`config.mk`:
```
export PLATFORM = sky130hd
export DESIGN_NAME = midway8080_vram_pixel_writer
export DESIGN_NICKNAME = d
export VERILOG_FILES = /design/src/rtl/midway8080_vram_pkg.sv /design/src/rtl/midway8080_vram_addr_map.sv /design/src/rtl/midway8080_vram_pixel_writer.sv
export SDC_FILE = /design/constraint.sdc
export NUM_CORES = 1
export LEC_CHECK = 0
export CAP_MARGIN = 10
export CORE_MARGIN = 4
export CORE_UTILIZATION = 49
export CTS_CLUSTER_SIZE = 14
export DETAILED_ROUTE_END_ITERATION = 12
export GPL_ROUTABILITY_DRIVEN = 0
export GPL_TIMING_DRIVEN = 0
export PLACE_DENSITY = 0.87
export SLEW_MARGIN = 0
export SYNTH_ARGS = -nofsm -noshare
export SYNTH_HDL_FRONTEND = slang
export SYNTH_HIERARCHICAL = 1
export SYNTH_SLANG_ARGS = --single-unit
```
`constraint.sdc`:
```
create_clock -name clk -period 2.4 [get_ports clk]
set_input_delay 0.72 -clock clk [delete_from_list [all_inputs] [get_ports clk]]
set_output_delay 0.72 -clock clk [all_outputs]
set_load 0.01 [all_outputs]
```
`src/rtl/midway8080_vram_pkg.sv`:
```
// Shared constants, op codes, FSM state type and bit-update helper for the
// Midway 8080 VRAM pixel path (toggle op enabled by MIDWAY8080_VRAM_TOGGLE_EN).
package midway8080_vram_pkg;

   localparam int ADDR_W     = 13;
   localparam int VRAM_BYTES = 7168;
   localparam int X_LIMIT    = 224;

   localparam logic [ADDR_W-1:0] LAST_ADDR   = ADDR_W'(VRAM_BYTES - 1);
   localparam logic [ADDR_W-1:0] PENULT_ADDR = ADDR_W'(VRAM_BYTES - 2);

   localparam logic [1:0] OP_CLR = 2'b00;
   localparam logic [1:0] OP_SET = 2'b01;
   localparam logic [1:0] OP_TOG = 2'b10;
   localparam logic [1:0] OP_RSV = 2'b11;

   typedef enum logic [2:0] {
      ST_IDLE,
      ST_READ,
      ST_CAPTURE,
      ST_WRITE,
      ST_REJECT,
      ST_CLEAR
   } state_e;

   // Returns the byte with only bit idx cleared, set or inverted.
   function automatic logic [7:0] apply_op(input logic [7:0] b,
                                           input logic [2:0] idx,
                                           input logic [1:0] op);
      logic [7:0] m;
      m = 8'h01 << idx;
      case (op)
         OP_CLR: apply_op = b & ~m;
         OP_SET: apply_op = b | m;
         OP_TOG: apply_op = b ^ m;
         OP_RSV: apply_op = b;
      endcase
   endfunction

endpackage

```
`src/rtl/midway8080_vram_addr_map.sv`:
```
// Combinational pixel-to-VRAM mapping; the display reader uses the same module
// so the two sides can never drift apart.
module midway8080_vram_addr_map
   import midway8080_vram_pkg::*;
(
   input  logic [7:0]        x_i,
   input  logic [7:0]        y_i,
   output logic [ADDR_W-1:0] addr_o,
   output logic [2:0]        bit_o,
   output logic              in_range_o
);

   // Rows run bottom-up inside each 32-byte column, MSB first within a byte.
   assign addr_o     = {x_i, 5'd31 - y_i[7:3]};
   assign bit_o      = 3'd7 - y_i[2:0];
   assign in_range_o = (x_i < 8'(X_LIMIT));

endmodule

```
`src/rtl/midway8080_vram_pixel_writer.sv`:
```
// Read-modify-write pixel writer and full-screen clearer for the Midway 8080 VRAM.
// Define MIDWAY8080_VRAM_TOGGLE_EN to make op 10 invert a bit instead of rejecting it.
module midway8080_vram_pixel_writer
   import midway8080_vram_pkg::*;
(
   input  logic        clk,
   input  logic        resetn,
   input  logic        req_valid,
   output logic        req_ready,
   input  logic [7:0]  req_x,
   input  logic [7:0]  req_y,
   input  logic [1:0]  req_op,
   input  logic        clear_start,
   output logic [12:0] mem_addr,
   output logic        mem_rden,
   input  logic [7:0]  mem_rdata,
   output logic        mem_wren,
   output logic [7:0]  mem_wdata,
   output logic        done,
   output logic        err,
   output logic        busy
);

   state_e            state_q;
   logic [ADDR_W-1:0] addr_q;
   logic [2:0]        bit_q;
   logic [1:0]        op_q;
   logic              rden_q;
   logic              wren_q;
   logic [7:0]        wdata_q;
   logic              done_q;
   logic              err_q;

   logic [ADDR_W-1:0] map_addr;
   logic [2:0]        map_bit;
   logic              map_in_range;
   logic              op_ok;
   logic [7:0]        wdata_d;

   midway8080_vram_addr_map u_addr_map (
      .x_i        (req_x),
      .y_i        (req_y),
      .addr_o     (map_addr),
      .bit_o      (map_bit),
      .in_range_o (map_in_range)
   );

`ifdef MIDWAY8080_VRAM_TOGGLE_EN
   assign op_ok = (req_op != OP_RSV);
`else
   assign op_ok = (req_op == OP_CLR) || (req_op == OP_SET);
`endif

   assign wdata_d = apply_op(mem_rdata, bit_q, op_q);

   always_ff @(posedge clk) begin
      if (!resetn) begin
         state_q <= ST_IDLE;
         addr_q  <= '0;
         bit_q   <= '0;
         op_q    <= OP_CLR;
         rden_q  <= 1'b0;
         wren_q  <= 1'b0;
         wdata_q <= '0;
         done_q  <= 1'b0;
         err_q   <= 1'b0;
      end else begin
         rden_q <= 1'b0;
         wren_q <= 1'b0;
         done_q <= 1'b0;
         err_q  <= 1'b0;
         unique case (state_q)
            ST_IDLE: begin
               // A simultaneous request stays pending until the clear finishes.
               if (clear_start) begin
                  state_q <= ST_CLEAR;
                  addr_q  <= '0;
                  wdata_q <= 8'h00;
                  wren_q  <= 1'b1;
               end else if (req_valid) begin
                  addr_q <= map_addr;
                  bit_q  <= map_bit;
                  op_q   <= req_op;
                  if (map_in_range && op_ok) begin
                     state_q <= ST_READ;
                     rden_q  <= 1'b1;
                  end else begin
                     state_q <= ST_REJECT;
                     err_q   <= 1'b1;
                  end
               end
            end
            ST_READ: begin
               state_q <= ST_CAPTURE;
            end
            ST_CAPTURE: begin
               // Read data is valid this cycle only; fold the bit change in now.
               state_q <= ST_WRITE;
               wdata_q <= wdata_d;
               wren_q  <= 1'b1;
               done_q  <= 1'b1;
            end
            ST_WRITE: begin
               state_q <= ST_IDLE;
            end
            ST_REJECT: begin
               state_q <= ST_IDLE;
            end
            ST_CLEAR: begin
               if (addr_q == LAST_ADDR) begin
                  state_q <= ST_IDLE;
               end else begin
                  addr_q <= addr_q + ADDR_W'(1);
                  wren_q <= 1'b1;
                  done_q <= (addr_q == PENULT_ADDR);
               end
            end
            default: begin
               state_q <= ST_IDLE;
            end
         endcase
      end
   end

   // Gating the strobes with resetn keeps a reset cycle from ever writing.
   assign mem_rden  = rden_q & resetn;
   assign mem_wren  = wren_q & resetn;
   assign mem_addr  = addr_q;
   assign mem_wdata = wdata_q;
   assign done      = done_q;
   assign err       = err_q;
   assign busy      = (state_q != ST_IDLE);
   assign req_ready = (state_q == ST_IDLE) && !clear_start;

endmodule

```
* Word level (Yosys, flattened, before mapping)
Cells that the tools add are included.
** Storage, ports and cells
- Input bits :: 30
- Logic and storage cells :: 71
- Flip-flop bits (word level) :: 33
- Output and inout bits :: 27
** Operators by class
- $add $sub $neg :: 3
- Equality and inequality tests :: 13
- Shifts and indexed selects :: 1
- Reduce and logical (&&, ||, !) cells :: 15
- Multiplexer cells :: 19
- Bitwise logic cells :: 10
- $lt $le $gt $ge :: 1
** Operators by type and width (number)
- 13-bit two-way mux :: 3
- 8-bit one-hot mux with 4 select lines :: 1
- 13-bit == test (second input constant) :: 2
- 13-bit one-hot mux with 2 select lines :: 1
- 8-bit one-hot mux with 2 select lines :: 1
- 13-bit by 1-bit adder with 13-bit output (second input constant) :: 1
- 3-bit two-way mux :: 4
- 3-bit one-hot mux with 4 select lines :: 1
- 8-bit AND :: 1
- 8-bit less-than comparator (second input constant) :: 1
- 8-bit two-way mux :: 1
- 8-bit NOT :: 1
- 8-bit bitwise OR :: 1
- 1-bit by 3-bit left shift with 8-bit output (first input constant) :: 1
- 8-bit bitwise XOR :: 1
- 2-bit inequality test (second input constant) :: 3
- 3-bit AND reduction :: 2
- 1-bit two-way mux :: 5
- 5-bit subtractor (first input constant) :: 1
- 2-bit by 1-bit == test with 1-bit output (second input constant) :: 2
- 2-bit == test (second input constant) :: 2
- 2-bit zero test :: 2
- 1-bit NOT :: 4
- 2-bit AND reduction :: 2
- 15 further kinds :: 18

* Logic depth before layout (Yosys ltp)
- Word-level depth :: 7
- Mapped depth :: 8

* Cells and area by module
The synthesis kept the hierarchy.
** By module, submodules not included
- midway8080_vram_pixel_writer :: instances 1, area each 2130.8 µm², cells an instance 254
- midway8080_vram_addr_map :: instances 1, area each 95.1 µm², cells an instance 17

* Worst setup path after synthesis
Ideal clock, no wire load.
- Path kind :: register to register
- From :: register bit_q[0]
- To :: register wdata_q[1], in the netlist mem_wdata[1]
- Data required time :: 2.272 ns
- Setup time :: 0.128 ns
- Period minus slack after synthesis :: 2.000 ns
- Data arrival time :: 1.872 ns
- Cell stages (with the launch flop) :: 7
- Slack :: 0.400 ns
- Path buffers :: 1
- Cell sequence :: dfxtp_1 > clkbuf_1 > or3b_2 > ha_1 > mux4_2 > a22oi_1 > nor2_1
** Between the ends
- Word-level cells in the longest chain between the ends :: 5
- Elaborated cells between the ends (all ways) :: 7
** RTL lines
- start: declaration :: line midway8080_vram_pixel_writer.sv:26 : logic [2:0] bit_q;
- start signal: assignment :: line midway8080_vram_pixel_writer.sv:82 : bit_q <= map_bit;
- 1-bit by 3-bit left shift with 8-bit output * :: line midway8080_vram_pkg.sv:31 : m = 8'h01 << idx;
- 8-bit NOT :: line midway8080_vram_pkg.sv:33 : OP_CLR: apply_op = b & ~m;
- 8-bit AND :: line midway8080_vram_pkg.sv:33
- 8-bit one-hot mux with 4 select lines * :: line midway8080_vram_pkg.sv:32 : case (op)
- 8-bit one-hot mux with 2 select lines * :: line midway8080_vram_pixel_writer.sv:72 : unique case (state_q)
- end signal: assignment :: line midway8080_vram_pixel_writer.sv:99 : wdata_q <= wdata_d;
- end: declaration :: line midway8080_vram_pixel_writer.sv:30 : logic [7:0] wdata_q;
Mark *: on every way between the ends. The rest lies on a longest branch, timed or not.
A chain may end at the register's enable or synchronous reset.

* Worst setup path in the final report
- From :: input port resetn
- To :: output port mem_wren
** Between the ends
- Word-level cells in the longest chain between the ends :: 1
** RTL lines
- start: declaration :: line midway8080_vram_pixel_writer.sv:7 : input logic resetn,
- 1-bit AND :: line midway8080_vram_pixel_writer.sv:127 : assign mem_wren = wren_q & resetn;
- end: declaration :: line midway8080_vram_pixel_writer.sv:17 : output logic mem_wren,
Every way passes these cells.

==> run_results.csv <==
group,metric,value,unit
setup_path,path_cells,"clkdlybuf4s15_2 -> clkbuf_8 -> and2_1 -> dlygate4sd2_1",
setup_path,r2r_cells,6,
yosys,synth_top_cell_area_share,29.7,%
min_path,min_path_type,"reg2reg",
yosys,ys_ff_latch,33,
finish,antenna_cells,0,
placed_design,io_buffers,49,
global_routing,grt_pass1_vias,2027,
global_routing,grt_max_degree,12,
sta,setup_viol,0,
yosys,synthArstFlopShare,0,%
yosys,syn_area_per_cell,8.21,sq um
clock_network,max-clock-path-buffers,2,
finish,syn_to_final_growth,29.3,%
sta,drv_slew,0,
min_path,hold_depth,1,
global_routing,grt.overflow.total,0,
sta,final-hold-violation-count,0,
yosys,synth_most_common_cell,"dfxtp_1",
die,ioPinCount,57,
setup_path,critPathCapture,"mem_wren",
setup_path,slowest_stage,"dlygate4sd2_1",
die,die-area,5690,sq um
sta,min_period,2250,ps
sta,tightest_slew,646,ps
clock_network,htreeDepth,2,
die,die_y,75.4,um
drt,drt_pass1_iterations,4,
yosys,ys_types,42,
drt,post_drt_wl_per_cell,14.6,um
drt,routed_via_density,5.60,
sta,setup_tns,0,ps
drt,drt_iter0_drc,196,
setup_path,cp.buffers_inverters,3,
finish,design_area,2880,sq um
yosys,ys_seq_area_share,29.7,%
sta,rsz0062_at_grt,"false",
die,core.rowCount,24,
die,fp.dieW,75.4,um
status,outcome,"completed",
sta,slew_headroom,56.6,%
die,coreArea,4380,sq um
clock_network,cts_hold_repair.buffers,0,
yosys,syn_area,2230,sq um
finish,multi_input_area,1320,sq um
yosys,synth_nets,319,
sta,clock.fmax,0.445,GHz
die,initial_core_util,50.8,%
yosys,ys_warn_count,6,
clock_network,cts_setup_buffers,0,
setup_path,end_kind,"primary output",
clock_network,worstSkewPairLatency,290,ps
power,p_per_area,582,nW/um^2
global_routing,antenna_found_initial,0,
placed_design,hpwl,4170,um
setup_path,cp.required,1680,ps
clock_network,cts-root-buf,"clkbuf_8",
drt,routed_wl,5540,um
clock_network,cts_tree,"built",
setup_path,cp.depth,4,
setup_path,startpoint_type,"input pin",
setup_path,arrival,1530,ps
power,total_power,1.68,mW
sta,clock-skew-final,6.23,ps
clock_network,clk_pin_slew_worst_paths,70,ps
drt,remaining_drc_errors,0,
sta,post-route-period-util,93.7,%
placed_design,dpl_cell_area,2780,sq um
setup_path,r2r_slack,210,ps
yosys,synth_area_leaders,"dfxtp_1, ha_1, mux4_2, a21oi_1, inv_1",
clock_network,cts_resized,10,
setup_path,r2r_end,"mem_wdata[4]",
clock_network,cts.sink_count,33,
yosys,ys.flop_type,"dfxtp_1",
setup_path,crit_family,"buffers and inverters",
drt,detail-route-antenna-nets,0,
setup_path,cpPeakStageDelay,280,ps
setup_path,crit_start,"resetn",
clock_network,cts_made_buffers,5,
yosys,synthTopCellsByCount,"dfxtp_1, a21oi_1, inv_1, nor2_1, ha_1",
setup_path,worstPathMaxFanout,10,
finish,fill_cells,364,
setup_path,reg2reg_from,"bit_q[2]",
yosys,syn-instance-count,271,
finish,drive_gt1_share,11.3,%
global_routing,grt_pass1_wl,9130,um
finish,final_nets,375,
yosys,synth_area_leader_cell,"dfxtp_1",
power,irDropWorstVdd,0.000370,V
power,p_leak,1.15,nW
yosys,synth-edff-count,0,
job,cap_violations,0,
setup_path,crit_type,"in2out",
global_routing,grt_usage,20.8,%
drt,via_count,2129,
finish,seq_area,661,sq um
[how the worst min path moves through the flow]
stage,startpoint,to,slack [ps]
finish,state_q[2],state_q[1],500
global route,state_q[2],state_q[1],540
CTS,state_q[2],state_q[1],490
detailed placement,state_q[2],state_q[1],480
global placement,state_q[2],state_q[1],470
floorplan,state_q[2],state_q[1],450
[per-layer routing]
| metal | track usage, % | routed length [um] |
|---|---|---|
| met5 | 0 | 0 |
| met4 | 8.74 | 101 |
| met3 | 3.69 | 343 |
| met2 | 34.1 | 2720 |
| met1 | 26.9 | 2380 |
[through the flow]
stage | setup WS (ps) | hold slack (ps) | util, % | instances
5_1_grt | 74.6 | 536 | 65.7 | 380
3_5_place_dp | -693 | 482 | 63.4 | 372
6_report | 152 | 496 | 65.7 | 380
4_1_cts | 27.6 | 493 | 65.7 | 380
2_1_floorplan | 400 | 451 | - | 271
3_3_place_gp | -692 | 470 | 63.4 | 372
[state kept, by name (all words and copies together) (netlist names)]
register,cells
bit_q,3
done,1
err,1
mem_addr,13
mem_wdata,8
op_q,2
rden_q,1
state_q,3
wren_q,1
[final cells by class]
type,count,share of cell area (%)
Clock inverter,3,0.608
Sequential cell,33,22.9
Multi-Input combinational cell,185,45.7
Inverter,27,3.52
Timing Repair Buffer,49,16.9
Clock buffer,5,2.39
Buffer,26,5.65
Tap cell,52,2.26
[where the power goes]
group | leakage [nW] | switching [mW] | internal, mW
clock | 0.0439 | 0.218 | 0.200
sequential | 0.269 | 0.0620 | 0.607
combinational | 0.836 | 0.292 | 0.296
total | 1.15 | 0.572 | 1.10
[placed cells by master (no fill, tap or decap), types with 3 or more instances in the layout]
| master | count |
|---|---|
| a211o_1 | 3 |
| a21o_1 | 3 |
| a21oi_1 | 28 |
| a22oi_1 | 8 |
| a31oi_1 | 4 |
| and2_1 | 3 |
| and3_1 | 3 |
| buf_4 | 8 |
| buf_6 | 3 |
| clkbuf_1 | 11 |
| clkbuf_8 | 6 |
| clkdlybuf4s50_1 | 44 |
| dfxtp_1 | 33 |
| ha_1 | 18 |
| inv_1 | 26 |
| mux4_2 | 8 |
| nand2_1 | 15 |
| nand3_1 | 17 |
| nand3b_1 | 5 |
| nor2_1 | 26 |
| nor2b_1 | 3 |
| nor3_1 | 6 |
| o211ai_1 | 3 |
| o21ai_1 | 5 |
| o31ai_1 | 4 |
[logic make-up after synthesis]
family	share of synthesized area [%]
and+or+nand+nor	21.7
AOI/OAI and AO/OA	18.2
buffers and inverters	11.4
DFF	29.7
adders and majority gates	10.1
muxes	8.09
xor gates and xnor gates	0.787
Power figures use the tool's default switching activity.
